==> src/rtl/muldiv_sequencer.sv <==
// Iterative multiply/divide unit owning HI/LO: 32-cycle shift-add multiply and
// restoring divide, with a final sign-fix cycle and MFHI/MFLO read-out.
module muldiv_sequencer #(
  parameter int          ITERATIONS  = 32,
  parameter logic [5:0]  FUNCT_MULT  = 6'b011000,
  parameter logic [5:0]  FUNCT_MULTU = 6'b011001,
  parameter logic [5:0]  FUNCT_DIV   = 6'b011010,
  parameter logic [5:0]  FUNCT_DIVU  = 6'b011011,
  parameter logic [5:0]  FUNCT_MFHI  = 6'b010000,
  parameter logic [5:0]  FUNCT_MFLO  = 6'b010010
) (
  input  logic        clock,
  input  logic        reset_n,
  input  logic        enable_execute,
  input  logic        op_valid,
  input  logic [5:0]  funct,
  input  logic [31:0] rsData,
  input  logic [31:0] rtData,
  output logic        busy,
  output logic        stall,
  output logic [31:0] dataOut,
  output logic        data_valid,
  output logic        div_by_zero,
  output logic [31:0] hi,
  output logic [31:0] lo
);

  typedef enum logic [1:0] {
    S_IDLE = 2'd0,
    S_MUL  = 2'd1,
    S_DIV  = 2'd2,
    S_FIX  = 2'd3
  } state_t;

  localparam logic [5:0] LAST_ITER = 6'(ITERATIONS - 1);

  state_t      r_state;
  logic [5:0]  r_cnt;
  logic [63:0] r_prod;
  logic [31:0] r_opnd;
  logic        r_is_div;
  logic        r_dbz_op;
  logic        r_neg_p;
  logic        r_neg_r;
  logic        r_busy;
  logic        r_div_by_zero;
  logic [31:0] r_hi;
  logic [31:0] r_lo;

  logic        w_is_mul;
  logic        w_is_div;
  logic        w_is_mfhi;
  logic        w_is_mflo;
  logic        w_signed;
  logic        w_accept;
  logic        w_dbz;
  logic [31:0] w_mag_a;
  logic [31:0] w_mag_b;
  logic [32:0] w_sum;
  logic [32:0] w_shift;
  logic [32:0] w_diff;
  logic [31:0] w_rem_next;
  logic        w_qbit;
  logic [63:0] w_prod_neg;
  logic [31:0] w_quot_neg;
  logic [31:0] w_rem_neg;

  assign w_is_mul  = (funct == FUNCT_MULT) || (funct == FUNCT_MULTU);
  assign w_is_div  = (funct == FUNCT_DIV)  || (funct == FUNCT_DIVU);
  assign w_is_mfhi = (funct == FUNCT_MFHI);
  assign w_is_mflo = (funct == FUNCT_MFLO);
  assign w_signed  = (funct == FUNCT_MULT) || (funct == FUNCT_DIV);
  assign w_accept  = (r_state == S_IDLE) && enable_execute && op_valid && (w_is_mul || w_is_div);
  assign w_dbz     = w_is_div && (rtData == 32'd0);
  assign w_mag_a   = (w_signed && rsData[31]) ? (32'd0 - rsData) : rsData;
  assign w_mag_b   = (w_signed && rtData[31]) ? (32'd0 - rtData) : rtData;

  // One datapath step: multiply adds into the upper half; divide trial-subtracts the shifted remainder.
  always_comb begin
    w_sum      = {1'b0, r_prod[63:32]} + (r_prod[0] ? {1'b0, r_opnd} : 33'd0);
    w_shift    = {r_prod[63:32], r_prod[31]};
    w_diff     = w_shift - {1'b0, r_opnd};
    w_qbit     = ~w_diff[32];
    w_rem_next = w_qbit ? w_diff[31:0] : w_shift[31:0];
    w_prod_neg = 64'd0 - r_prod;
    w_quot_neg = 32'd0 - r_prod[31:0];
    w_rem_neg  = 32'd0 - r_prod[63:32];
  end

  // Sequencer FSM, iteration datapath and architectural HI/LO.
  always_ff @(posedge clock or negedge reset_n) begin
    if (!reset_n) begin
      r_state       <= S_IDLE;
      r_cnt         <= 6'd0;
      r_prod        <= 64'd0;
      r_opnd        <= 32'd0;
      r_is_div      <= 1'b0;
      r_dbz_op      <= 1'b0;
      r_neg_p       <= 1'b0;
      r_neg_r       <= 1'b0;
      r_busy        <= 1'b0;
      r_div_by_zero <= 1'b0;
      r_hi          <= 32'd0;
      r_lo          <= 32'd0;
    end else begin
      case (r_state)
        S_IDLE: begin
          if (w_accept) begin
            r_busy   <= 1'b1;
            r_cnt    <= 6'd0;
            r_is_div <= w_is_div;
            r_neg_p  <= w_signed && (rsData[31] ^ rtData[31]);
            r_neg_r  <= w_signed && rsData[31];
            r_dbz_op <= w_dbz;
            if (w_dbz) begin
              r_opnd  <= rsData;
              r_prod  <= 64'd0;
              r_state <= S_FIX;
            end else if (w_is_mul) begin
              r_opnd  <= w_mag_a;
              r_prod  <= {32'd0, w_mag_b};
              r_state <= S_MUL;
            end else begin
              r_opnd  <= w_mag_b;
              r_prod  <= {32'd0, w_mag_a};
              r_state <= S_DIV;
            end
          end
        end
        S_MUL, S_DIV: begin
          if (r_state == S_MUL) begin
            r_prod <= {w_sum, r_prod[31:1]};
          end else begin
            r_prod <= {w_rem_next, r_prod[30:0], w_qbit};
          end
          r_cnt <= r_cnt + 6'd1;
          if (r_cnt == LAST_ITER) begin
            r_state <= S_FIX;
          end
        end
        S_FIX: begin
          r_state <= S_IDLE;
          r_busy  <= 1'b0;
          if (r_dbz_op) begin
            r_hi          <= r_opnd;
            r_lo          <= 32'hFFFF_FFFF;
            r_div_by_zero <= 1'b1;
          end else if (r_is_div) begin
            r_lo <= r_neg_p ? w_quot_neg : r_prod[31:0];
            r_hi <= r_neg_r ? w_rem_neg  : r_prod[63:32];
          end else begin
            {r_hi, r_lo} <= r_neg_p ? w_prod_neg : r_prod;
          end
        end
        default: begin
          r_state <= S_IDLE;
          r_busy  <= 1'b0;
        end
      endcase
    end
  end

  // MFHI/MFLO read port; reads only complete when no operation is pending.
  always_comb begin
    dataOut    = 32'd0;
    data_valid = 1'b0;
    if (op_valid && !r_busy && w_is_mfhi) begin
      dataOut    = r_hi;
      data_valid = 1'b1;
    end else if (op_valid && !r_busy && w_is_mflo) begin
      dataOut    = r_lo;
      data_valid = 1'b1;
    end else begin
      dataOut    = 32'd0;
      data_valid = 1'b0;
    end
  end

  assign stall       = op_valid && enable_execute && r_busy && (w_is_mul || w_is_div || w_is_mfhi || w_is_mflo);
  assign busy        = r_busy;
  assign div_by_zero = r_div_by_zero;
  assign hi          = r_hi;
  assign lo          = r_lo;

endmodule

==> config.mk <==
export PLATFORM = sky130hd
export DESIGN_NAME = muldiv_sequencer
export DESIGN_NICKNAME = d
export VERILOG_FILES = /design/src/rtl/muldiv_sequencer.sv
export SDC_FILE = /design/constraint.sdc
export NUM_CORES = 1
export LEC_CHECK = 0
export BUFFER_PORTS_ARGS = -buffer_cell sky130_fd_sc_hd__buf_2
export CELL_PAD_IN_SITES_DETAIL_PLACEMENT = 1
export CELL_PAD_IN_SITES_GLOBAL_PLACEMENT = 1
export CORE_UTILIZATION = 41
export CTS_CLUSTER_SIZE = 25
export DETAILED_ROUTE_END_ITERATION = 16
export GPL_ROUTABILITY_DRIVEN = 0
export PLACE_DENSITY = 0.86
export REMOVE_ABC_BUFFERS = 1
export SYNTH_ARGS = -nofsm -noshare
export SYNTH_HDL_FRONTEND = slang
export SYNTH_SLANG_ARGS = --single-unit
export TNS_END_PERCENT = 50
==> constraint.sdc <==
create_clock -name clock -period 3.25 [get_ports clock]
set_input_delay 0.325 -clock clock [delete_from_list [all_inputs] [get_ports clock]]
set_output_delay 0.325 -clock clock [all_outputs]
set_load 0.005 [all_outputs]
==> run_results.csv, run 1 <==
group,metric,value,unit
pwr,power_switching,11.0,mW
pwr,swShare,51.2,%
pwr,p_seq_share,19.8,%
placement,portBuffers,173,
critical_path,worst-setup-path-type,"register to register",
critical_path,crit_path_top_delay_cell,"dfrtp_1",
detailed_routing,wl_per_cell,29.1,µm
synth,ys.flop_type,"dfrtp_1",
synth,synth-seq-area-share,28.1,%
pwr,power_density,1070,nW/µm²
sta,worst_pin_slew,1.04,ns
synth,syn_area,15500,µm²
clock_tree,cts-root-buf,"clkbuf_16",
sta,finalWorstSetupSlack,-0.339,ns
grt,grt_antenna_before_repair,5,
worst_hold_path,hp-class,"input pin to register",
critical_path,critPathBufInv,7,
die,die_h,196,µm
die,initial_utilization,42.0,%
pwr,combPwrFrac,69.0,%
sta,timing.final.crit_share,110,%
detailed_routing,dr.pass1.iters,7,
run_status,status,"finished, violations left",
run_status,violations,"setup timing",
detailed_routing,first_iter_violations,2523,
detailed_routing,vias,19600,
sta,period_minus_slack,3.59,ns
die,rows,70,
grt,grt_max_degree,107,
synth,synth.largest_area_cell,"dfrtp_1",
detailed_routing,via_per_inst,6.95,
sta,max_slew_margin,30.8,%
clock_tree,clock_latency,0.49,ns
critical_path,cp_slowest_stage_delay,0.43,ns
critical_path,crit_chain,"inv_2, ha_2, nand4_1, inv_1, o2111ai_4, a31oi_1, buf_4, a211oi_4, a21oi_2, buf_4, xor2_4, buf_12, buf_12, buf_8, nand2_4, o211ai_1, o221ai_1",
critical_path,critPathArrivalTime,3.93,ns
die,core_area,36900,µm²
detailed_routing,remaining_drc_errors,0,
placement,dp_hpwl,50500,µm
critical_path,worstSetupStartpointType,"register",
detailed_routing,wl,82000,µm
synth,async_flop_share,100,%
grt,grt.overflow.total,0,
synth,ys_ff_latch,174,
grt,first_global_vias,19200,
final_layout,fin_util,54.8,%
die,ios,174,
synth,yosys.area.top_type_share,28.1,%
synth,synth_area_leaders,"dfrtp_1 28%, xnor2_1 6.4%, ha_1 5.9%",
sta,rsz0062_at_grt,"true",
synth,synth-edff-count,0,
grt,grt_pass1_wl,112000,µm
final_layout,drive_gt1_share,27.5,%
synth,netlist_instances,1954,
clock_tree,cts_num_sinks,174,
job,cap_violations,0,
pwr,internal_power,10.5,mW
grt,grtUsageTotal,37.4,%
clock_tree,path_clk_slew,0.09,ns
clock_tree,cts_buffers,17,
detailed_routing,drtAntennaViolNets,0,
critical_path,worstSetupEndpointType,"register",
sta,setup_violations,58,
final_layout,area_delta_synth_final,30.4,%
pwr,clkPwrFrac,11.3,%
final_layout,fillers,4399,
pwr,ir_drop,0.677,mV
clock_tree,cts_tree,"yes",
final_layout,fin_nets,2446,
sta,hold_viol_final,0,
critical_path,worstPathRequired,3.59,ns
synth,synthDistinctLibCells,75,
sta,max_freq,279,MHz
synth,synth.avg_cell_area,7.93,µm²
sta,fin_worst_skew,0.0181,ns
critical_path,crit_family,"buffers and inverters",
critical_path,worst-path-max-fanout,8,
placement,placed_cells,2737,
pwr,p_leak,9.09,nW
placement,dp_slack,-0.303,ns
die,die_width,196,µm
synth,yosysWarnings,0,
die,die-area,38600,µm²
clock_tree,htreeDepth,4,
sta,slew_violations,0,
final_layout,final_cells,2818,
clock_tree,cts_buffer_depth,2,
==> layer usage <==
layer  GRT usage, %  share of wire [%]  vias to the layer above
met4           24.4                8.9                        2
met1           45.0                 34                     9407
met2           61.3                 45                     1745
li1               -                  -                     7810
met3           6.95                 11                      619
met5              0              0.028                        -
==> synthesized netlist by cell type (all sizes together) (15+ instances only) <==
master,n
a31oi,21
o31ai,23
o211ai,16
o22a,31
nor2,211
nand4,18
a21oi,178
or3,15
inv,79
nand2,162
dfrtp,174
o21ai,139
a211oi,56
mux2i,91
a21o,54
nand3,37
o221ai,21
xor2,63
xnor2,114
clkbuf,105
or4,16
buf,18
nor4,17
ha,73
nor3,53
==> path summary, 6_finish.rpt <==
check,startpoint,to,slack (ns),depth (start not counted)
setup / recovery,r_opnd[10]$_DFFE_PN0P_,r_prod[33]$_DFFE_PN0P_,-0.34,17
hold / removal,rsData[19],r_opnd[19]$_DFFE_PN0P_,0.24,3
setup reg to reg,r_opnd[10]$_DFFE_PN0P_,r_prod[33]$_DFFE_PN0P_,-0.34,17
hold reg to reg,div_by_zero$_DFFE_PN0P_,div_by_zero$_DFFE_PN0P_,0.48,1
max in group asynchronous,reset_n,r_opnd[1]$_DFFE_PN0P_,1.94,3
min in group asynchronous,reset_n,r_prod[62]$_DFFE_PN0P_,0.27,2
==> logic make-up (layout without fill, tap and decap cells) <==
family / after synthesis / in the layout / synth area share (%)
xor gates and xnor gates: 177 / 177 / 10.0
and+or+nand+nor: 584 / 584 / 17.5
adders and majority gates: 75 / 75 / 6.15
AOI/OAI and AO/OA: 640 / 640 / 26.7
muxes: 101 / 101 / 6.60
other: 0 / 6 / 0
buffers and inverters: 203 / 557 / 5.00
DFF: 174 / 174 / 28.1
==> tightest hold or removal path, delay by kind of cell <==
family	cells	cell delay [ns]
compound gates	2	0.24
buf+inv	1	0.12
==> cell usage in the layout (no fill, tap or decap), drive strengths merged, types with 53 or more instances in the layout <==
master,count
nand2,162
nor3,53
o21ai,139
xnor2,114
nor2,211
a21oi,178
a21o,54
buf,443
inv,80
mux2i,91
dfrtp,174
ha,73
a211oi,56
xor2,63
==> per-stage QoR <==
stage	TNS, ns	hold slack [ns]	total power [mW]	instance area, µm²
2_1_floorplan	-137.89	0.0294	11.0	15000
3_3_place_gp	-1.07	0.205	15.3	18400
3_5_place_dp	-7.90	0.208	16.0	18400
4_1_cts	-1.60	0.245	19.2	19400
5_1_grt	-12.76	0.254	22.3	20200
6_report	-9.11	0.236	21.5	20200
==> layout make-up <==
class	instances	area, µm²	share of cell area, %
clock inverter	12	186	0.922
tap	504	631	3.12
antenna	6	15.0	0.0743
clock buffer	18	439	2.17
sequential	174	4360	21.6
inverter	80	310	1.54
timing repair buffer	447	3160	15.6
multi-input combinational	1577	11100	55.0
==> power by group through the flow <==
stage / Combinational (mW) / Clock (mW) / Sequential [mW]
after detailed placement: 12.0 / 0 / 4.09
after global placement: 11.2 / 0 / 4.01
final: 14.9 / 2.43 / 4.26
after CTS: 12.8 / 2.35 / 4.09
after global routing: 15.5 / 2.44 / 4.30
after floorplan: 6.94 / 0 / 4.07
==> repair_timing <==
item	4_1_cts	5_1_grt
setup buffers	16	26
pin swaps	28	49
endpoints found under the hold margin	19	0
hold buffers	1	0
endpoints found under the setup margin	42	57
gates cloned	2	2
resized for setup	68	128
==> state kept, by name, indices dropped and copies added (netlist names) <==
signal       flops
busy             1
div_by_zero      1
hi              32
lo              32
r_cnt            6
r_dbz_op         1
r_is_div         1
r_neg_p          1
r_neg_r          1
r_opnd          32
r_prod          64
r_state          2
(Power assumes the default switching activity.)
==> run 2: changes to the inputs <==
--- a/config.mk
+++ b/config.mk
@@ -9,9 +9,9 @@
 export CELL_PAD_IN_SITES_DETAIL_PLACEMENT = 1
 export CELL_PAD_IN_SITES_GLOBAL_PLACEMENT = 1
-export CORE_UTILIZATION = 41
+export CORE_UTILIZATION = 45
 export CTS_CLUSTER_SIZE = 25
 export DETAILED_ROUTE_END_ITERATION = 16
 export GPL_ROUTABILITY_DRIVEN = 0
-export PLACE_DENSITY = 0.86
+export PLACE_DENSITY = 0.89
 export REMOVE_ABC_BUFFERS = 1
 export SYNTH_ARGS = -nofsm -noshare
==> constraint.sdc (replaced) <==
create_clock -name clock -period 4.44 [get_ports clock]
set_input_delay 0.888 -clock clock [delete_from_list [all_inputs] [get_ports clock]]
set_output_delay 0.888 -clock clock [all_outputs]
set_load 0.005 [all_outputs]
==> run_results.csv, run 2 (synthesized netlist as in run 1, its figures left out) <==
group,metric,value,unit
job,cap_violations,0,
clock_tree,path_clk_slew,0.08,ns
detailed_routing,wl,63800,µm
detailed_routing,via_per_inst,6.69,
critical_path,worstPathRequired,4.80,ns
pwr,ir_drop,0.433,mV
critical_path,setup.worst_path.start,"r_prod[32]$_DFFE_PN0P_",
critical_path,r2r_slack,0.24,ns
placement,dp_hpwl,46400,µm
critical_path,worstSetupEndpointType,"register",
sta,period_minus_slack,4.20,ns
detailed_routing,vias,16900,
clock_tree,cts-root-buf,"clkbuf_16",
grt,grtUsageTotal,35.8,%
run_status,status,"finished, final reports clean",
final_layout,fin_nets,2217,
critical_path,crit_chain,"inv_1, fa_1, nand2b_1, a21oi_1, o2111ai_1, a31oi_2, a211oi_1, a21oi_1, xor2_4, buf_12, mux2i_1, mux2i_1, a22o_1",
critical_path,critPathBufInv,2,
sta,worst_pin_slew,1.14,ns
final_layout,largest_register,"r_prod",
die,initial_utilization,46.0,%
detailed_routing,wl_per_cell,25.2,µm
final_layout,final_cell_mix,"209 x nor2_1, 178 x a21oi_1, 174 x dfrtp_1, 172 x buf_2, 162 x nand2_1",
sta,max_freq,238,MHz
detailed_routing,drtAntennaViolNets,0,
grt,grt_antenna_before_repair,4,
clock_tree,htreeDepth,4,
critical_path,worstSetupStartpointType,"register",
die,die_width,188,µm
clock_tree,cts_buffer_depth,2,
sta,slew_violations,0,
die,die-area,35200,µm²
final_layout,final_common_cell,"nor2_1",
detailed_routing,first_iter_violations,1728,
sta,timing.final.crit_share,94.6,%
sta,fin_worst_skew,0.0141,ns
sta,rsz0062_at_grt,"false",
grt,first_global_vias,17600,
final_layout,drive_gt1_share,13.7,%
sta,setup_violations,0,
sta,finalWorstSetupSlack,0.239,ns
critical_path,worst-setup-path-type,"register to register",
final_layout,fin_util,52.0,%
critical_path,worst-path-max-fanout,20,
placement,portBuffers,173,
pwr,clkPwrFrac,13.1,%
critical_path,critPathArrivalTime,4.56,ns
critical_path,r2r-start,"r_prod[32]$_DFFE_PN0P_",
clock_tree,clock_latency,0.47,ns
sta,max_slew_margin,23.7,%
die,die_h,188,µm
grt,grt_max_degree,79,
clock_tree,cts_tree,"yes",
sta,hold_viol_final,0,
sta,hold_slack,0.467,ns
final_layout,largest_register_ffs,64,
clock_tree,cts_buffers,17,
worst_hold_path,hp-class,"input pin to asynchronous set/reset pin",
clock_tree,cts_num_sinks,174,
critical_path,r2r_cells,13,
detailed_routing,remaining_drc_errors,0,
pwr,power_density,722,nW/µm²
pwr,p_leak,7.79,nW
die,rows,67,
grt,grt_pass1_wl,99000,µm
final_layout,area_delta_synth_final,12.9,%
die,ios,174,
detailed_routing,dr.pass1.iters,6,
grt,grt.overflow.total,0,
pwr,power_switching,6.45,mW
pwr,combPwrFrac,60.8,%
pwr,p_seq_share,26.2,%
critical_path,cp_slowest_stage_delay,0.56,ns
critical_path,r2r_end,"r_prod[41]$_DFFE_PN0P_",
placement,dp_slack,0.297,ns
critical_path,crit_path_top_delay_cell,"dfrtp_1",
critical_path,crit_family,"compound AO/OA/AOI/OAI gates",
pwr,swShare,51.0,%
pwr,internal_power,6.19,mW
die,core_area,33700,µm²
[run 2: changes by cell type in the layout (fill, tap and decap cells not counted), moves of 9 or more]
| cell | previous run | this run |
|---|---|---|
| a21oi_1 | 163 | 178 |
| a21oi_2 | 13 | 0 |
| buf_4 | 251 | 43 |
| ha_1 | 58 | 70 |
| inv_1 | 67 | 79 |
| inv_2 | 9 | 0 |
| o21ai_0 | 112 | 133 |
| o21ai_1 | 18 | 5 |
[run 2: timing repair]
item                       4_1_cts  5_1_grt
setup buffers                    0        0
resized for setup                0        1
setup endpoints to repair        0        9
hold buffers                     0        0
[run 2: routing by layer]
layer  global-route usage, %  share of wire [%]  vias up
met5                       0              0.028        -
met4                    21.3                6.2        2
met3                    6.66                8.7      306
met2                    57.9                 46      987
met1                    44.5                 39     8325
li1                        -                  -     7326
[run 2: layout make-up]
class                           instances  area, µm²
Fill cell                            4193      16200
Multi-Input combinational cell       1577      10400
Sequential cell                       174       4350
Timing Repair Buffer                  218       1230
Tap cell                              448        561
Clock buffer                           17        425
Inverter                               80        300
Clock inverter                         15        186
Antenna cell                            3       7.51
[run 2: worst max-delay path by stage]
stage,to,slack [ns],cells after the start
3_3_place_gp,r_opnd[29]$_DFFE_PN0P_,0.37,10
3_5_place_dp,r_opnd[29]$_DFFE_PN0P_,0.30,10
4_1_cts,r_prod[41]$_DFFE_PN0P_,0.21,13
6_report,r_prod[41]$_DFFE_PN0P_,0.24,13
2_1_floorplan,r_opnd[31]$_DFFE_PN0P_,-1.04,7
5_1_grt,r_prod[41]$_DFFE_PN0P_,0.04,13
[run 2: power by group through the flow]
| stage | Clock [mW] | Combinational [mW] | Sequential (mW) |
|---|---|---|---|
| after floorplan | 0 | 5.08 | 2.98 |
| after global placement | 0 | 6.97 | 3.21 |
| after detailed placement | 0 | 7.39 | 3.27 |
| after CTS | 1.65 | 7.53 | 3.26 |
| after global routing | 1.71 | 8.28 | 3.37 |
| final | 1.65 | 7.68 | 3.31 |
[run 2: worst register-to-register path, cell delays in order (launching register included)]
cell,delay (ns)
dfrtp_1,0.56
inv_1,0.17
fa_1,0.49
nand2b_1,0.20
a21oi_1,0.19
o2111ai_1,0.23
a31oi_2,0.38
a211oi_1,0.17
a21oi_1,0.35
xor2_4,0.55
buf_12,0.27
mux2i_1,0.21
mux2i_1,0.08
a22o_1,0.22
[run 2: metrics by stage]
step	area, µm²	cells	total power [mW]	TNS, ns
global placement	16900	2497	10.2	0
global route	17500	2532	13.4	0
finish	17500	2532	12.6	0
detailed placement	16900	2497	10.7	0
CTS	17500	2529	12.4	0
floorplan	15000	1831	8.06	-44.46
